## config.mk

```make
export PLATFORM = sky130hd
export DESIGN_NAME = compare_searcher
export DESIGN_NICKNAME = d
export VERILOG_FILES = /design/src/rtl/compare_searcher.sv
export SDC_FILE = /design/constraint.sdc
export NUM_CORES = 1
export LEC_CHECK = 0
export CAP_MARGIN = 15
export CORE_MARGIN = 3
export CORE_UTILIZATION = 53
export CTS_BUF_LIST = sky130_fd_sc_hd__clkbuf_8 sky130_fd_sc_hd__clkbuf_16
export DETAILED_ROUTE_END_ITERATION = 10
export PLACE_DENSITY = 0.76
export SLEW_MARGIN = 15
export SYNTH_ARGS = -nofsm -noshare
export SYNTH_HDL_FRONTEND = slang
export SYNTH_SLANG_ARGS = --single-unit
export TNS_END_PERCENT = 1
```

## constraint.sdc

```tcl
create_clock -name clk -period 4 [get_ports clk]
set_input_delay 0.8 -clock clk [delete_from_list [all_inputs] [get_ports clk]]
set_output_delay 0.8 -clock clk [all_outputs]
set_load 0.01 [all_outputs]
```

## src/rtl/compare_searcher.sv

```systemverilog
// Binary searcher that drives a probe to an external comparator and narrows
// [lo, hi] from its gt/lt/eq answers until a match, exhaustion or inconsistency.
module compare_searcher #(
  parameter int unsigned WIDTH = 16
) (
  input  logic             clk,
  input  logic             rst,
  input  logic             start,
  input  logic             gt,
  input  logic             lt,
  input  logic             eq,
  output logic [WIDTH-1:0] probe,
  output logic             busy,
  output logic             done,
  output logic             found,
  output logic             error,
  output logic [WIDTH-1:0] result,
  output logic [4:0]       iter_count
);

  localparam int unsigned MAX_ITER = WIDTH + 1;
  localparam logic [4:0]  MAX_ITER_C = 5'(MAX_ITER);
  localparam logic [WIDTH-1:0] ALL_ONES = {WIDTH{1'b1}};
  localparam logic [WIDTH-1:0] PROBE0   = ALL_ONES >> 1;

  localparam logic [1:0] S_IDLE   = 2'd0;
  localparam logic [1:0] S_SEARCH = 2'd1;
  localparam logic [1:0] S_DONE   = 2'd2;

  logic [1:0]       state_q, state_d;
  logic [WIDTH-1:0] lo_q, lo_d;
  logic [WIDTH-1:0] hi_q, hi_d;
  logic [WIDTH-1:0] probe_q, probe_d;
  logic [WIDTH-1:0] result_q, result_d;
  logic             found_q, found_d;
  logic             error_q, error_d;
  logic             busy_q, busy_d;
  logic             done_q, done_d;
  logic [4:0]       iter_q, iter_d;

  logic [WIDTH:0]   sum_up_c, sum_dn_c;
  logic             term_c;

  // Midpoints use one extra bit so probe+1+hi never loses its carry.
  always_comb begin
    sum_up_c = (WIDTH+1)'(probe_q) + (WIDTH+1)'(1) + (WIDTH+1)'(hi_q);
    sum_dn_c = (WIDTH+1)'(lo_q) + (WIDTH+1)'(probe_q) - (WIDTH+1)'(1);
  end

  // Next-state and datapath updates.
  always_comb begin
    state_d  = state_q;
    lo_d     = lo_q;
    hi_d     = hi_q;
    probe_d  = probe_q;
    result_d = result_q;
    found_d  = found_q;
    error_d  = error_q;
    busy_d   = busy_q;
    done_d   = 1'b0;
    iter_d   = iter_q;
    term_c   = 1'b0;

    case (state_q)
      S_IDLE: begin
        busy_d = 1'b0;
        if (start) begin
          state_d  = S_SEARCH;
          lo_d     = '0;
          hi_d     = ALL_ONES;
          probe_d  = PROBE0;
          iter_d   = 5'd0;
          found_d  = 1'b0;
          error_d  = 1'b0;
          result_d = '0;
          busy_d   = 1'b1;
        end
      end
      S_SEARCH: begin
        iter_d = iter_q + 5'd1;
        unique case ({gt, lt, eq})
          3'b001: begin
            result_d = probe_q;
            found_d  = 1'b1;
            term_c   = 1'b1;
          end
          3'b100: begin
            if (probe_q == hi_q) begin
              term_c = 1'b1;
            end else begin
              lo_d    = probe_q + WIDTH'(1);
              probe_d = WIDTH'(sum_up_c >> 1);
            end
          end
          3'b010: begin
            if (probe_q == lo_q) begin
              term_c = 1'b1;
            end else begin
              hi_d    = probe_q - WIDTH'(1);
              probe_d = WIDTH'(sum_dn_c >> 1);
            end
          end
          default: begin
            error_d = 1'b1;
            term_c  = 1'b1;
          end
        endcase
        // Iteration guard catches a comparator that never lets the range close.
        if (!term_c && (iter_d >= MAX_ITER_C)) begin
          error_d = 1'b1;
          term_c  = 1'b1;
        end
        if (term_c) begin
          state_d = S_DONE;
          busy_d  = 1'b0;
          done_d  = 1'b1;
        end
      end
      S_DONE: begin
        state_d = S_IDLE;
        busy_d  = 1'b0;
      end
      default: begin
        state_d = S_IDLE;
        busy_d  = 1'b0;
      end
    endcase
  end

  always_ff @(posedge clk) begin
    if (rst) begin
      state_q  <= S_IDLE;
      lo_q     <= '0;
      hi_q     <= '0;
      probe_q  <= '0;
      result_q <= '0;
      found_q  <= 1'b0;
      error_q  <= 1'b0;
      busy_q   <= 1'b0;
      done_q   <= 1'b0;
      iter_q   <= 5'd0;
    end else begin
      state_q  <= state_d;
      lo_q     <= lo_d;
      hi_q     <= hi_d;
      probe_q  <= probe_d;
      result_q <= result_d;
      found_q  <= found_d;
      error_q  <= error_d;
      busy_q   <= busy_d;
      done_q   <= done_d;
      iter_q   <= iter_d;
    end
  end

  assign probe      = probe_q;
  assign busy       = busy_q;
  assign done       = done_q;
  assign found      = found_q;
  assign error      = error_q;
  assign result     = result_q;
  assign iter_count = iter_q;

endmodule

```

Word-level counts from Yosys, hierarchy flattened:

Index checks and enable logic that the tools add are counted.
W data, S select, Z words.

* shift-type cells: 0
* order comparisons: 1
* multiplexer cells: 36
* equal/unequal tests: 17
* div/mod/pow operators: 0
* add/subtract/negate cells: 7
* bitwise operators: 1
* multipliers: 0
* reduce and logical (&&, ||, !) cells: 13

Operator list (count)
* $mux W16: 10
* $pmux W16 S2: 5
* $eq A16 B16 Y1: 2
* $add A16 B1 Y17 const B: 1
* $add A16 B16 Y17: 1
* $add A17 B16 Y17: 1
* $sub A17 B1 Y17 const B: 1
* $add A16 B1 Y16 const B: 1
* $sub A16 B1 Y16 const B: 1
* $mux W1: 12
* $pmux W5 S2: 1
* $ne A3 B3 Y1 const B: 3
* $ne A2 B2 Y1 const B: 4
* $pmux W1 S2: 4
* $reduce_and A4 Y1: 2
* $ne A2 B1 Y1 const B: 3
* $reduce_and A3 Y1: 2
* $add A5 B1 Y5 const B: 1
* $ge A5 B5 Y1 const B: 1
* $mux W5: 1
* $reduce_and A5 Y1: 1
* $mux W2: 2
* $pmux W2 S2: 1
* $reduce_and A2 Y1: 2
* 12 further kinds: 12

* logic and storage cells: 85
* RAM bits: 0
* output and inout port bits: 41
* memories: 0
* register bits after elaboration: 75
* latch bits: 0
* bits in read-only memories: 0

Longest topological paths before layout:

* depth after elaboration: 10
* mapped depth: 12
* depth with buffers taken out: 11

Least setup slack after synthesis:

OpenSTA, ideal clock, no wires.

* path type: register to register
* from: reg probe_q[2] (netlist: probe[2])
* to: reg probe_q[12] (netlist: probe[12])
* path slack: 1.001 ns
* clock period less this slack: 2.999 ns
* arrival time: 2.880 ns
* library setup time: 0.120 ns
* buffers on the path: 1
* data required time: 3.880 ns
* cell stages (with the launch flop): 12
* cell sequence: dfxtp_1 clkbuf_1 inv_1 ha_1 inv_1 fa_1 a211o_1 a21boi_0 o21ai_0 a2111o_1 o211ai_1 nor3b_1

* cells in the longest elaborated chain, start to end: 5
* elaborated cells between the ends (all ways): 13

Ends and longest elaborated chain
* start: declaration: line 33 `logic [WIDTH-1:0] probe_q, probe_d;`
* start signal: assignment: line 146 `probe_q <= probe_d;`
* $add A16 B16 Y17 or $add A16 B1 Y17 (tied branches): line 47, 46
* $sub A17 B1 Y17 or $add A17 B16 Y17 (tied branches): line 47, 46
* $mux W16 (on tied branches): line 96, 88
* $pmux W16 S2: line 81 `unique case ({gt, lt, eq})`
* $pmux W16 S2: line 64 `case (state_q)`

Parallel ways exist; a longest one is shown, timed or not. The select of a mux whose other input is x is not followed.
A chain may end at the register's enable or synchronous reset.

Worst setup path after layout:

* from: reg probe_q[1] (netlist: probe[1])
* to: reg probe_q[12] (netlist: probe[12])

The elaborated chain is that of the path after synthesis.

==> metrics.txt <==
Peak VDD IR=0.2326 mV; initial antenna violation count=0; share of the synthesized area in the top cell type=27.05%; first-pass GRT wire length=27.03 mm; commonest non-fill, non-tap cells in the layout=dfxtp_1, inv_1, a21oi_1; CP Launch Type=flip-flop; Num CTS Buffers=9; ant diodes=0; r2r worst-path depth=11; RSZ-0062 raised after global routing=false; Synth Register Bits=75; Mapped Cells=720; LEAKAGE=2.525 nW; clk slew on worst S/H paths=0.08 ns; share of the cycle needed by the critical path after routing=84.03%; row cnt=36; setup violators final=0; Hold Crit Endpoint=lo_q[15]; Vias=5587; Worst R2R End=probe[12]; Async SR Flop Fraction=0%; CP Class=flip-flop to flip-flop; H-tree level count=3; top fanout value on the critical path=10; Core Area=10000 um2; commonest non-fill, non-tap cell in the layout=dfxtp_1; Post-Route Utilization=63.29%; GRT Resource Usage Total=29.52%; # clock sinks=75; drt first pass iters=6; DRC Markers=0; Worst Hold Launch=lo_q[15]; Fillers=915; Worst slew margin=47.70%; Synth cell types=65; Vias/cell=6.263; crit path DAT=3.62 ns; Area contributors post-synth=dfxtp_1, ha_1, xnor2_1; Post-Syn Area per Cell=7.711 um2; Worst-Skew Late Latency=0.37 ns; largest net degree at the start of global routing=61; Worst Hold Class=flip-flop to flip-flop; flop-to-flop setup slack=0.64 ns; Root Buffer=clkbuf_8; R2R Path Start=probe[1]; Die Footprint=11740 um2; Post-synth EDFFs=0; IO Port Bufs=46; Die Ht=108.3 um; PwrDens=362.5 nW/um2; 1st-iter DRT viols=428; Nets=814; IO Pins=47; vias in the first global route=5346; Worst setup EP type=flip-flop; Seq/Total Area, Yosys=27.05%; antenna violation net count after detailed routing=0; Mapped Nets=779; Final Hold Viols=0; Setup Skew=0.008350 ns; WL per Instance=18.92 um; # Max-Cap Violations=0; top cell type by total area after synthesis=dfxtp_1; Final Slew Violations=0; layout cells sized above 1=7.905%; Synth Cell Area=5552 um2; Overflow after GRT=0; Initial Util=55.52%; Setup Fix Bufs, Post-CTS=0; worst path required time=4.25 ns; clock tree buffer depth=2; Synth-to-Final Area Change=14.00%; status=complete, no violations; CTS tree=built; Post-synth top flop=dfxtp_1; worst-margin pin slew=0.7828 ns; wirelength, routed=16.88 mm; Worst Setup SP=probe[1]; Yosys warning count=0; Die X=108.3 um; hold path cells=2; Resized cells post-CTS=0; Post-DP HPWL=12.74 mm; fmax=0.2975 GHz; Fin Setup TNS=0 ns; CTS hold repair buffers=0; crit path time final=3.361 ns; gpl congestion=1.070
[synthesized netlist by cell type, types with 3 or more instances]
cell       number
a211oi_1        9
a21boi_0        4
a21o_1         13
a21oi_1        62
a221oi_1        5
a22oi_1         4
a311oi_1        4
a31oi_1         5
and3_1          6
and4_1          4
clkbuf_1       35
dfxtp_1        75
ha_1           51
inv_1          73
mux2_2          3
nand2_1        60
nand2b_1        5
nand3_1        59
nand4_1         7
nor2_1         44
nor2b_1         6
nor3_1         16
nor3b_1         3
nor4_1         14
nor4b_1         3
o2111ai_1       4
o211ai_1        4
o21a_1          9
o21ai_0        20
o21bai_1        4
o221a_2         8
o221ai_1        4
o22ai_1         8
o31a_1          3
o31ai_1         3
or2_2           3
xnor2_1        36
xor2_1          5
[final cells by class]
cell class | count | area (um2) | share of cell area (%)
multi-input combinational | 533 | 3626 | 57.30
sequential | 75 | 1501 | 23.72
timing repair buffer | 63 | 583.1 | 9.213
inverter | 73 | 274.0 | 4.330
tap | 133 | 166.4 | 2.630
clock buffer | 11 | 151.4 | 2.392
clock inverter | 4 | 26.28 | 0.4152
[worst max-delay path, cell delays in order, from the launching register on]
cell	delay [ns]
dfxtp_1	0.56
inv_1	0.18
ha_1	0.35
inv_1	0.05
ha_1	0.22
fa_1	0.42
a211o_1	0.31
a21boi_0	0.35
o21ai_0	0.22
a2111o_1	0.44
o211ai_1	0.10
nor3b_1	0.07
[power breakdown]
part | leakage (nW) | internal [mW] | switching, mW
Clock | 0.0912 | 0.255 | 0.306
Combinational | 1.82 | 0.368 | 0.523
Sequential | 0.615 | 0.787 | 0.0557
[worst max-delay path by stage]
stage,end,slack [ns],depth (start not counted)
6_report,probe[12],0.64,11
2_1_floorplan,probe[12],1.00,11
3_3_place_gp,probe[2],0.78,8
5_1_grt,probe[12],0.38,11
4_1_cts,probe[12],0.71,11
3_5_place_dp,probe[2],0.72,8
[logic make-up (layout without fill, tap and decap cells)]
logic type,count (synthesis),after routing,synth area share [%]
flip-flops,75,75,27.05
multiplexers,4,4,0.7888
buffers and inverters,112,151,7.730
AO/OA/AOI/OAI,195,195,24.27
adder cells (fa/ha/maj),53,53,12.22
XOR/XNOR,41,41,6.468
AND/OR/NAND/NOR,240,240,21.48
[metrics by stage]
step | power (mW) | worst slack, ns | hold slack, ns | cell area (um2) | cells
2_1_floorplan | 1.471 | 1.001 | 0.4319 | 5552 | 720
3_3_place_gp | 1.714 | 0.7778 | 0.4393 | 6151 | 877
3_5_place_dp | 1.727 | 0.7156 | 0.4453 | 6151 | 877
6_report | 2.294 | 0.6387 | 0.4573 | 6329 | 892
4_1_cts | 2.281 | 0.7097 | 0.4561 | 6329 | 892
5_1_grt | 2.416 | 0.3806 | 0.4750 | 6329 | 892
[flip-flops by register name, indices dropped and copies added (netlist names)]
register / flops
error: 1
probe: 16
done: 1
result: 16
lo_q: 16
iter_count: 5
state_q: 2
busy: 1
hi_q: 16
found: 1
[per-layer routing]
layer  wire (um)  track usage [%]  vias to the layer above
li1            -                -                     2658
met1        7131            37.76                     2618
met2        7722            47.25                      259
met3        1278            5.194                       52
met4         745            16.05                        0
met5           0                0                        -
Power figures use the tool's default switching activity.
